[config.mk]
export PLATFORM = sky130hd
export DESIGN_NAME = brent_kung_subtractor_pipe_flat
export DESIGN_NICKNAME = d
export VERILOG_FILES = /design/src/rtl/brent_kung_subtractor_pipe_pkg.sv /design/src/rtl/brent_kung_subtractor_pipe_if.sv /design/src/rtl/brent_kung_subtractor_pipe_gp_cell.sv /design/src/rtl/brent_kung_subtractor_pipe.sv /design/src/flat_wrapper.sv
export SDC_FILE = /design/constraint.sdc
export NUM_CORES = 1
export LEC_CHECK = 0
export CAP_MARGIN = 40
export CORE_MARGIN = 10
export CORE_UTILIZATION = 47
export CTS_BUF_LIST = sky130_fd_sc_hd__clkbuf_8
export DETAILED_ROUTE_END_ITERATION = 8
export HOLD_SLACK_MARGIN = 0.08
export PLACE_DENSITY = 0.69
export SYNTH_ARGS = -nofsm -noshare
export SYNTH_HDL_FRONTEND = slang
export SYNTH_SLANG_ARGS = --single-unit
[constraint.sdc]
create_clock -name clk -period 18.9 [get_ports clk]
set_input_delay 2.835 -clock clk [delete_from_list [all_inputs] [get_ports clk]]
set_output_delay 2.835 -clock clk [all_outputs]
set_load 0.05 [all_outputs]
[src/rtl/brent_kung_subtractor_pipe_pkg.sv]
// Purpose : shared definitions for the pipelined Brent-Kung subtractor.
//           Holds the default operand width, the per-bit generate/propagate
//           pair type, and the clog2 helper used to check the prefix depth.
// Ports   : none (package).
package brent_kung_subtractor_pipe_pkg;

    localparam int WIDTH_DEF = 64;
    localparam int LOG_W_DEF = 6;

    // One bit position (or group) of the borrow network: g = generate, p = propagate.
    typedef struct packed {
        logic g;
        logic p;
    } gp_t;

    function automatic int clog2(input int value);
        int r;
        r = 0;
        while ((1 << r) < value) begin
            r++;
        end
        return r;
    endfunction

endpackage

[src/rtl/brent_kung_subtractor_pipe_if.sv]
// Purpose : valid/ready stream bundle for the Brent-Kung subtractor.
//   in_valid/in_ready/in_a/in_b/in_borrow : operand side (producer -> block)
//   out_valid/out_ready/out_diff/out_borrow : result side (block -> consumer)
// Modports: slave = the subtractor, master = the environment driving it.
interface brent_kung_subtractor_pipe_if
    import brent_kung_subtractor_pipe_pkg::*;
#(
    parameter int WIDTH = WIDTH_DEF
);
    logic             in_valid;
    logic             in_ready;
    logic [WIDTH-1:0] in_a;
    logic [WIDTH-1:0] in_b;
    logic             in_borrow;
    logic             out_valid;
    logic             out_ready;
    logic [WIDTH-1:0] out_diff;
    logic             out_borrow;

    modport slave (
        input  in_valid, in_a, in_b, in_borrow, out_ready,
        output in_ready, out_valid, out_diff, out_borrow
    );

    modport master (
        output in_valid, in_a, in_b, in_borrow, out_ready,
        input  in_ready, out_valid, out_diff, out_borrow
    );

endinterface

[src/rtl/brent_kung_subtractor_pipe_gp_cell.sv]
// Purpose : one Brent-Kung prefix combine of a higher (hi) and lower (lo)
//           group: G = g_hi | p_hi & g_lo, P = p_hi & p_lo.
// Ports   : i_hi  in  gp_t  higher-order group
//           i_lo  in  gp_t  adjacent lower-order group
//           o_gp  out gp_t  merged group
module brent_kung_subtractor_pipe_gp_cell
    import brent_kung_subtractor_pipe_pkg::*;
(
    input  gp_t i_hi,
    input  gp_t i_lo,
    output gp_t o_gp
);

    assign o_gp = '{g: i_hi.g | (i_hi.p & i_lo.g), p: i_hi.p & i_lo.p};

endmodule

[src/rtl/brent_kung_subtractor_pipe.sv]
// Purpose : three-stage pipelined subtractor D = A - B - borrow_in, computed
//           as A + ~B + ~borrow_in with a Brent-Kung prefix carry network.
//           out_borrow is the inverted carry out.
// Ports   : clk  in  clock, rising edge
//           rst  in  synchronous active-high reset
//           bus  slave modport of brent_kung_subtractor_pipe_if
//                (in_valid/in_ready/in_a/in_b/in_borrow,
//                 out_valid/out_ready/out_diff/out_borrow)
module brent_kung_subtractor_pipe
    import brent_kung_subtractor_pipe_pkg::*;
#(
    parameter int WIDTH = WIDTH_DEF,
    parameter int LOG_W = LOG_W_DEF
) (
    input  logic                            clk,
    input  logic                            rst,
    brent_kung_subtractor_pipe_if.slave     bus
);

    if (WIDTH != (1 << LOG_W) || LOG_W != clog2(WIDTH) || WIDTH < 8) begin : g_bad_param
        $error("brent_kung_subtractor_pipe: WIDTH must be 2**LOG_W and >= 8");
    end

    genvar gl, gk, gi;

    logic             r_vld_p1, r_vld_p2, r_vld_p3;
    logic             w_adv1, w_adv2, w_adv3;

    logic [WIDTH-1:0] r_g_p1, r_p_p1;
    logic             r_c0_p1;
    logic [WIDTH-1:0] w_g_in, w_up_g, w_up_p;

    logic [WIDTH-1:0] r_g_p2, r_gp_p2, r_p_p2;
    logic             r_c0_p2;
    logic [WIDTH-1:0] w_pre_g, w_unused_pre_p, w_carry, w_diff;
    logic             w_borrow;

    logic [WIDTH-1:0] r_diff_p3;
    logic             r_borrow_p3;

    // Stall chain: a stage moves when it is empty or its successor moves.
    // in_ready is combinational from out_ready through this chain.
    assign w_adv3       = !r_vld_p3 || bus.out_ready;
    assign w_adv2       = !r_vld_p2 || w_adv3;
    assign w_adv1       = !r_vld_p1 || w_adv2;
    assign bus.in_ready = !rst && w_adv1;

    always_ff @(posedge clk) begin
        if (rst) begin
            r_vld_p1 <= 1'b0;
            r_vld_p2 <= 1'b0;
            r_vld_p3 <= 1'b0;
        end else begin
            if (w_adv1) r_vld_p1 <= bus.in_valid;
            if (w_adv2) r_vld_p2 <= r_vld_p1;
            if (w_adv3) r_vld_p3 <= r_vld_p2;
        end
    end

    // ---- Stage 1: per-bit generate/propagate of A + ~B, carry-in = ~borrow_in
    always_ff @(posedge clk) begin
        if (w_adv1 && bus.in_valid) begin
            r_p_p1  <= bus.in_a ^ ~bus.in_b;
            r_g_p1  <= bus.in_a & ~bus.in_b;
            r_c0_p1 <= ~bus.in_borrow;
        end
    end

    // ---- Stage 2: up-sweep
    // Folding the carry-in into bit 0 makes every prefix G[i:0] the carry into bit i+1.
    assign w_g_in = {r_g_p1[WIDTH-1:1], r_g_p1[0] | (r_p_p1[0] & r_c0_p1)};

    for (gl = 0; gl < LOG_W; gl++) begin : g_up
        logic [WIDTH-1:0] w_prev_g, w_prev_p, w_g, w_p;
        if (gl == 0) begin : g_src
            assign w_prev_g = w_g_in;
            assign w_prev_p = r_p_p1;
        end else begin : g_src
            assign w_prev_g = g_up[gl-1].w_g;
            assign w_prev_p = g_up[gl-1].w_p;
        end
        for (gi = 0; gi < WIDTH; gi++) begin : g_bit
            if (((gi + 1) % (1 << (gl + 1))) == 0) begin : g_node
                gp_t w_o;
                brent_kung_subtractor_pipe_gp_cell u_cell (
                    .i_hi (gp_t'({w_prev_g[gi], w_prev_p[gi]})),
                    .i_lo (gp_t'({w_prev_g[gi - (1 << gl)], w_prev_p[gi - (1 << gl)]})),
                    .o_gp (w_o)
                );
                assign w_g[gi] = w_o.g;
                assign w_p[gi] = w_o.p;
            end else begin : g_node
                assign w_g[gi] = w_prev_g[gi];
                assign w_p[gi] = w_prev_p[gi];
            end
        end
    end

    assign w_up_g = g_up[LOG_W-1].w_g;
    assign w_up_p = g_up[LOG_W-1].w_p;

    always_ff @(posedge clk) begin
        if (w_adv2 && r_vld_p1) begin
            r_g_p2  <= w_up_g;
            r_gp_p2 <= w_up_p;
            r_p_p2  <= r_p_p1;
            r_c0_p2 <= r_c0_p1;
        end
    end

    // ---- Stage 3: down-sweep, sum and borrow
    // Level spans shrink from WIDTH/4 to 1; each fills the midpoints between
    // positions that already hold a full prefix.
    for (gk = 0; gk < LOG_W - 1; gk++) begin : g_dn
        localparam int SPAN = 1 << (LOG_W - 2 - gk);
        logic [WIDTH-1:0] w_prev_g, w_prev_p, w_g, w_p;
        if (gk == 0) begin : g_src
            assign w_prev_g = r_g_p2;
            assign w_prev_p = r_gp_p2;
        end else begin : g_src
            assign w_prev_g = g_dn[gk-1].w_g;
            assign w_prev_p = g_dn[gk-1].w_p;
        end
        for (gi = 0; gi < WIDTH; gi++) begin : g_bit
            if (((gi + 1) % (2 * SPAN)) == SPAN && gi >= 2 * SPAN) begin : g_node
                gp_t w_o;
                brent_kung_subtractor_pipe_gp_cell u_cell (
                    .i_hi (gp_t'({w_prev_g[gi], w_prev_p[gi]})),
                    .i_lo (gp_t'({w_prev_g[gi - SPAN], w_prev_p[gi - SPAN]})),
                    .o_gp (w_o)
                );
                assign w_g[gi] = w_o.g;
                assign w_p[gi] = w_o.p;
            end else begin : g_node
                assign w_g[gi] = w_prev_g[gi];
                assign w_p[gi] = w_prev_p[gi];
            end
        end
    end

    assign w_pre_g        = g_dn[LOG_W-2].w_g;
    assign w_unused_pre_p = g_dn[LOG_W-2].w_p;
    assign w_carry        = {w_pre_g[WIDTH-2:0], r_c0_p2};
    assign w_diff         = r_p_p2 ^ w_carry;
    assign w_borrow       = ~w_pre_g[WIDTH-1];

    always_ff @(posedge clk) begin
        if (rst) begin
            r_diff_p3   <= '0;
            r_borrow_p3 <= 1'b0;
        end else if (w_adv3 && r_vld_p2) begin
            r_diff_p3   <= w_diff;
            r_borrow_p3 <= w_borrow;
        end
    end

    assign bus.out_valid  = r_vld_p3;
    assign bus.out_diff   = r_diff_p3;
    assign bus.out_borrow = r_borrow_p3;

endmodule

[src/flat_wrapper.sv]
// flat-port wrapper written by rule: the top's interface ports become plain ports
module brent_kung_subtractor_pipe_flat import brent_kung_subtractor_pipe_pkg::*;
#(
    parameter int WIDTH = WIDTH_DEF,
    parameter int LOG_W = LOG_W_DEF
)
  (clk, rst, bus_in_valid, bus_in_a, bus_in_b, bus_in_borrow, bus_out_ready, bus_in_ready, bus_out_valid, bus_out_diff, bus_out_borrow);
  brent_kung_subtractor_pipe_if #(.WIDTH(WIDTH)) bus_i ();
  input  logic clk;
  input  logic rst;
  input wire logic [$bits(bus_i.in_valid)-1:0] bus_in_valid;
  input wire logic [$bits(bus_i.in_a)-1:0] bus_in_a;
  input wire logic [$bits(bus_i.in_b)-1:0] bus_in_b;
  input wire logic [$bits(bus_i.in_borrow)-1:0] bus_in_borrow;
  input wire logic [$bits(bus_i.out_ready)-1:0] bus_out_ready;
  output wire logic [$bits(bus_i.in_ready)-1:0] bus_in_ready;
  output wire logic [$bits(bus_i.out_valid)-1:0] bus_out_valid;
  output wire logic [$bits(bus_i.out_diff)-1:0] bus_out_diff;
  output wire logic [$bits(bus_i.out_borrow)-1:0] bus_out_borrow;
  assign bus_i.in_valid = bus_in_valid;
  assign bus_i.in_a = bus_in_a;
  assign bus_i.in_b = bus_in_b;
  assign bus_i.in_borrow = bus_in_borrow;
  assign bus_i.out_ready = bus_out_ready;
  assign bus_in_ready = bus_i.in_ready;
  assign bus_out_valid = bus_i.out_valid;
  assign bus_out_diff = bus_i.out_diff;
  assign bus_out_borrow = bus_i.out_borrow;
  brent_kung_subtractor_pipe #(.WIDTH(WIDTH), .LOG_W(LOG_W)) u_core (.clk(clk), .rst(rst), .bus(bus_i));
endmodule
==> run metrics <==
# rows=62; Worst EP required=16.07 ns; r2r worst-path depth=6; I/O pins=200; fmax=130.3 MHz; final setup fails=0; Hold Crit Class=reg2reg; status=finished clean; via count=approximately 7700; core area=between 20000 and 30000 um^2; Rel. slew slack=0.4780; top cell type by total area after synthesis=edfxtp_1; Layout Nets=roughly 1400; clock buffer depth=3; Worst-Margin Slew=around 0.78 ns; post-synth cell types=33; TritonCTS clock tree=done; Crit Path Category=in2out; Global Route Usage Sum=0.1391; Seq/Total Area, Yosys=0.7253; Final Hold Viols=0; Main synth FF type=edfxtp_1; Min Clock Period, post-route=around 7.7 ns; die height=between 150 and 200 um; Async SR Flop Fraction=0; Tcrit/Tclk final=0.4059; antenna violations before repair=1; Setup Fix Bufs, Post-CTS=0; cts hold-fix bufs=0; max-slew violation count=0; TNS Setup=0 ns; r2r endpoint=u_core.r_g_p1[33]; most frequent cell after synthesis=edfxtp_1; htree depth=2; global route overflow=0; Layout Skew=approximately 0.019 ns; CTS clk-pin slew, worst paths=~0.06 ns; synthesized instance count=roughly 950; GPL Wtd Cong=0.7852; Num CTS Buffers=55; yosys synthesis warning count=0; clk sink count=about 350; clock latency on the worst-skew pair=~0.56 ns; clk root buf=clkbuf_8; Post-synth EDFFs=284; layout cells sized above 1=0.07455; post-CTS sizing=0; Netlist Area Pre-Place=between 10000 and 15000 um^2; endpoint class of the critical path=output port; top cell type's share of synthesized area=0.6255; vias in the first global route=around 7800; largest net degree at the start of global routing=roughly 70; Port Buffers=slightly below 200; worst vdd ir=around 0.062 mV; pwr dens=96.69 nW/um^2; Critical Path Start=bus_out_ready; first-pass GRT wire length=between 40 and 50 mm; routed len/inst=15.71 um; area grow syn2layout=25.91%; filler instances=~2300; CP arrival=between 4 and 5 ns; Leak=between 6 and 7 nW; Critical Path End=bus_in_ready; WHS=~0.44 ns; hpwl dp=roughly 18 mm; RR Startpoint=u_core.bus.out_valid; flops & latches, synth=around 350; Final ANT Viol Nets=0; First-pass DRT Iterations=7; Synth Net Count=1175; Avg Cell Area, Syn=roughly 14 um^2; die width=between 150 and 200 um; die area=between 30000 and 40000 um^2; worst-path fanout max=6; vias per std cell=about 4.7; R2R setup slack=~16 ns; Synth area leaders=edfxtp_1 63%, dfxtp_1 10%, ha_1 8.7%; Synth top cells by count=284 x edfxtp_1, 131 x nand2_1, 95 x ha_1; startpoint types=primary input; max_cap viols=0; drt total wl=25.43 mm; DRC violations left=0; Initial Util=0.4750; RSZ-0062 raised after global routing=false; drt initial violations=321
cells in the final DEF, fill, tap and decap left out, drive strengths merged, types with 2 or more instances in the layout:
cell type / netlist / layout
nor2: 41 / 41
nand2: 131 / 131
clkinv: 0 / 20
a21o: 53 / 53
o21ai: 7 / 7
a211oi: 4 / 4
a221o: 2 / 2
and3: 11 / 11
buf: 4 / 10
xnor2: 33 / 33
a221oi: 2 / 2
clkbuf: 19 / 59
nand3: 7 / 7
and2: 19 / 19
inv: 71 / 91
bufinv: 0 / 2
nor2b: 3 / 3
edfxtp: 284 / 284
clkdlybuf4s50: 0 / 198
a31o: 6 / 6
ha: 95 / 95
a21oi: 77 / 77
and4: 3 / 3
dfxtp: 68 / 68
cell type report:
type                            instances  area (um^2)  share of cell area
Sequential cell                       352         9889              0.5761
Multi-Input combinational cell        501         3418              0.1991
Timing Repair Buffer                  208         2067              0.1204
Clock buffer                           59        812.0             0.04730
Tap cell                              384        480.5             0.02799
Inverter                               71        266.5             0.01552
Clock inverter                         43        230.2             0.01341
Antenna cell                            1        2.502           0.0001458
flip-flops by register name, summed over array words and instances, names as in the netlist:
| signal | cells |
|---|---|
| u_core.bus.out_diff | 64 |
| u_core.g_dn.w_prev_g | 64 |
| u_core.g_up.w_prev_p | 64 |
| u_core.r_g_p1 | 64 |
| u_core.r_p_p2 | 64 |
| u_core.g_dn.w_prev_p | 26 |
| u_core.bus.out_borrow | 1 |
| u_core.bus.out_valid | 1 |
| u_core.r_c0_p1 | 1 |
| u_core.r_c0_p2 | 1 |
| u_core.r_vld_p1 | 1 |
| u_core.r_vld_p2 | 1 |
how the worst min path moves through the flow:
stage / from / end / slack (ns) / cells after the start
after floorplan: u_core.g_dn[0].w_prev_g[63] / u_core.bus.out_borrow / 0.41 / 1
after detailed placement: u_core.g_up[0].w_prev_p[12] / u_core.r_p_p2[12] / 0.42 / 0
after global routing: u_core.g_up[0].w_prev_p[6] / u_core.r_p_p2[6] / 0.45 / 0
final: u_core.g_dn[0].w_prev_g[63] / u_core.bus.out_borrow / 0.44 / 1
after global placement: u_core.g_dn[0].w_prev_g[63] / u_core.bus.out_borrow / 0.41 / 1
after CTS: u_core.g_dn[0].w_prev_g[63] / u_core.bus.out_borrow / 0.43 / 1
critical path, stage by stage:
cell,delay [ns]
clkdlybuf4s50_1,0.41
nor2b_1,0.48
and3_1,0.33
nor2_1,0.06
clkdlybuf4s50_1,0.72
per-stage QoR:
stage / setup slack (ns) / instance area (um^2) / power [W] / util / instances
global placement: 11.25 / 16100 / 0.001082 / 0.5610 / 1515
finish: 11.23 / 17170 / 0.001660 / 0.5981 / 1619
CTS: 11.22 / 17160 / 0.001682 / 0.5980 / 1618
detailed placement: 11.21 / 16120 / 0.001087 / 0.5617 / 1516
global route: 11.08 / 17160 / 0.001735 / 0.5980 / 1618
floorplan: 3.890 / 13630 / 0.001026 / - / 947
cell families (layout without fill, tap and decap cells):
family / Yosys count / count (layout) / share of synthesized area
AOI/OAI and AO/OA: 154 / 154 / 0.07149
xor gates and xnor gates: 33 / 33 / 0.02120
adders and majority gates: 95 / 95 / 0.08718
buffers and inverters: 94 / 381 / 0.02606
DFF: 352 / 352 / 0.7253
other: 0 / 1 / 0
and+or+nand+nor: 219 / 219 / 0.06874
metal layers:
metal  GRT usage  vias to the layer above  part of all wire
met5           0                        -                 0
met4     0.04391                        0             0.023
met3     0.03438                       47             0.060
met2      0.2455                      185              0.50
met1      0.1632                     3565              0.42
li1            -                     3866                 -
where the power goes:
group          switching, W  internal (W)
clock network      0.000275      0.000315
registers         0.0000233      0.000901
logic             0.0000780     0.0000665
No activity file was read; power rests on OpenSTA's default activity.
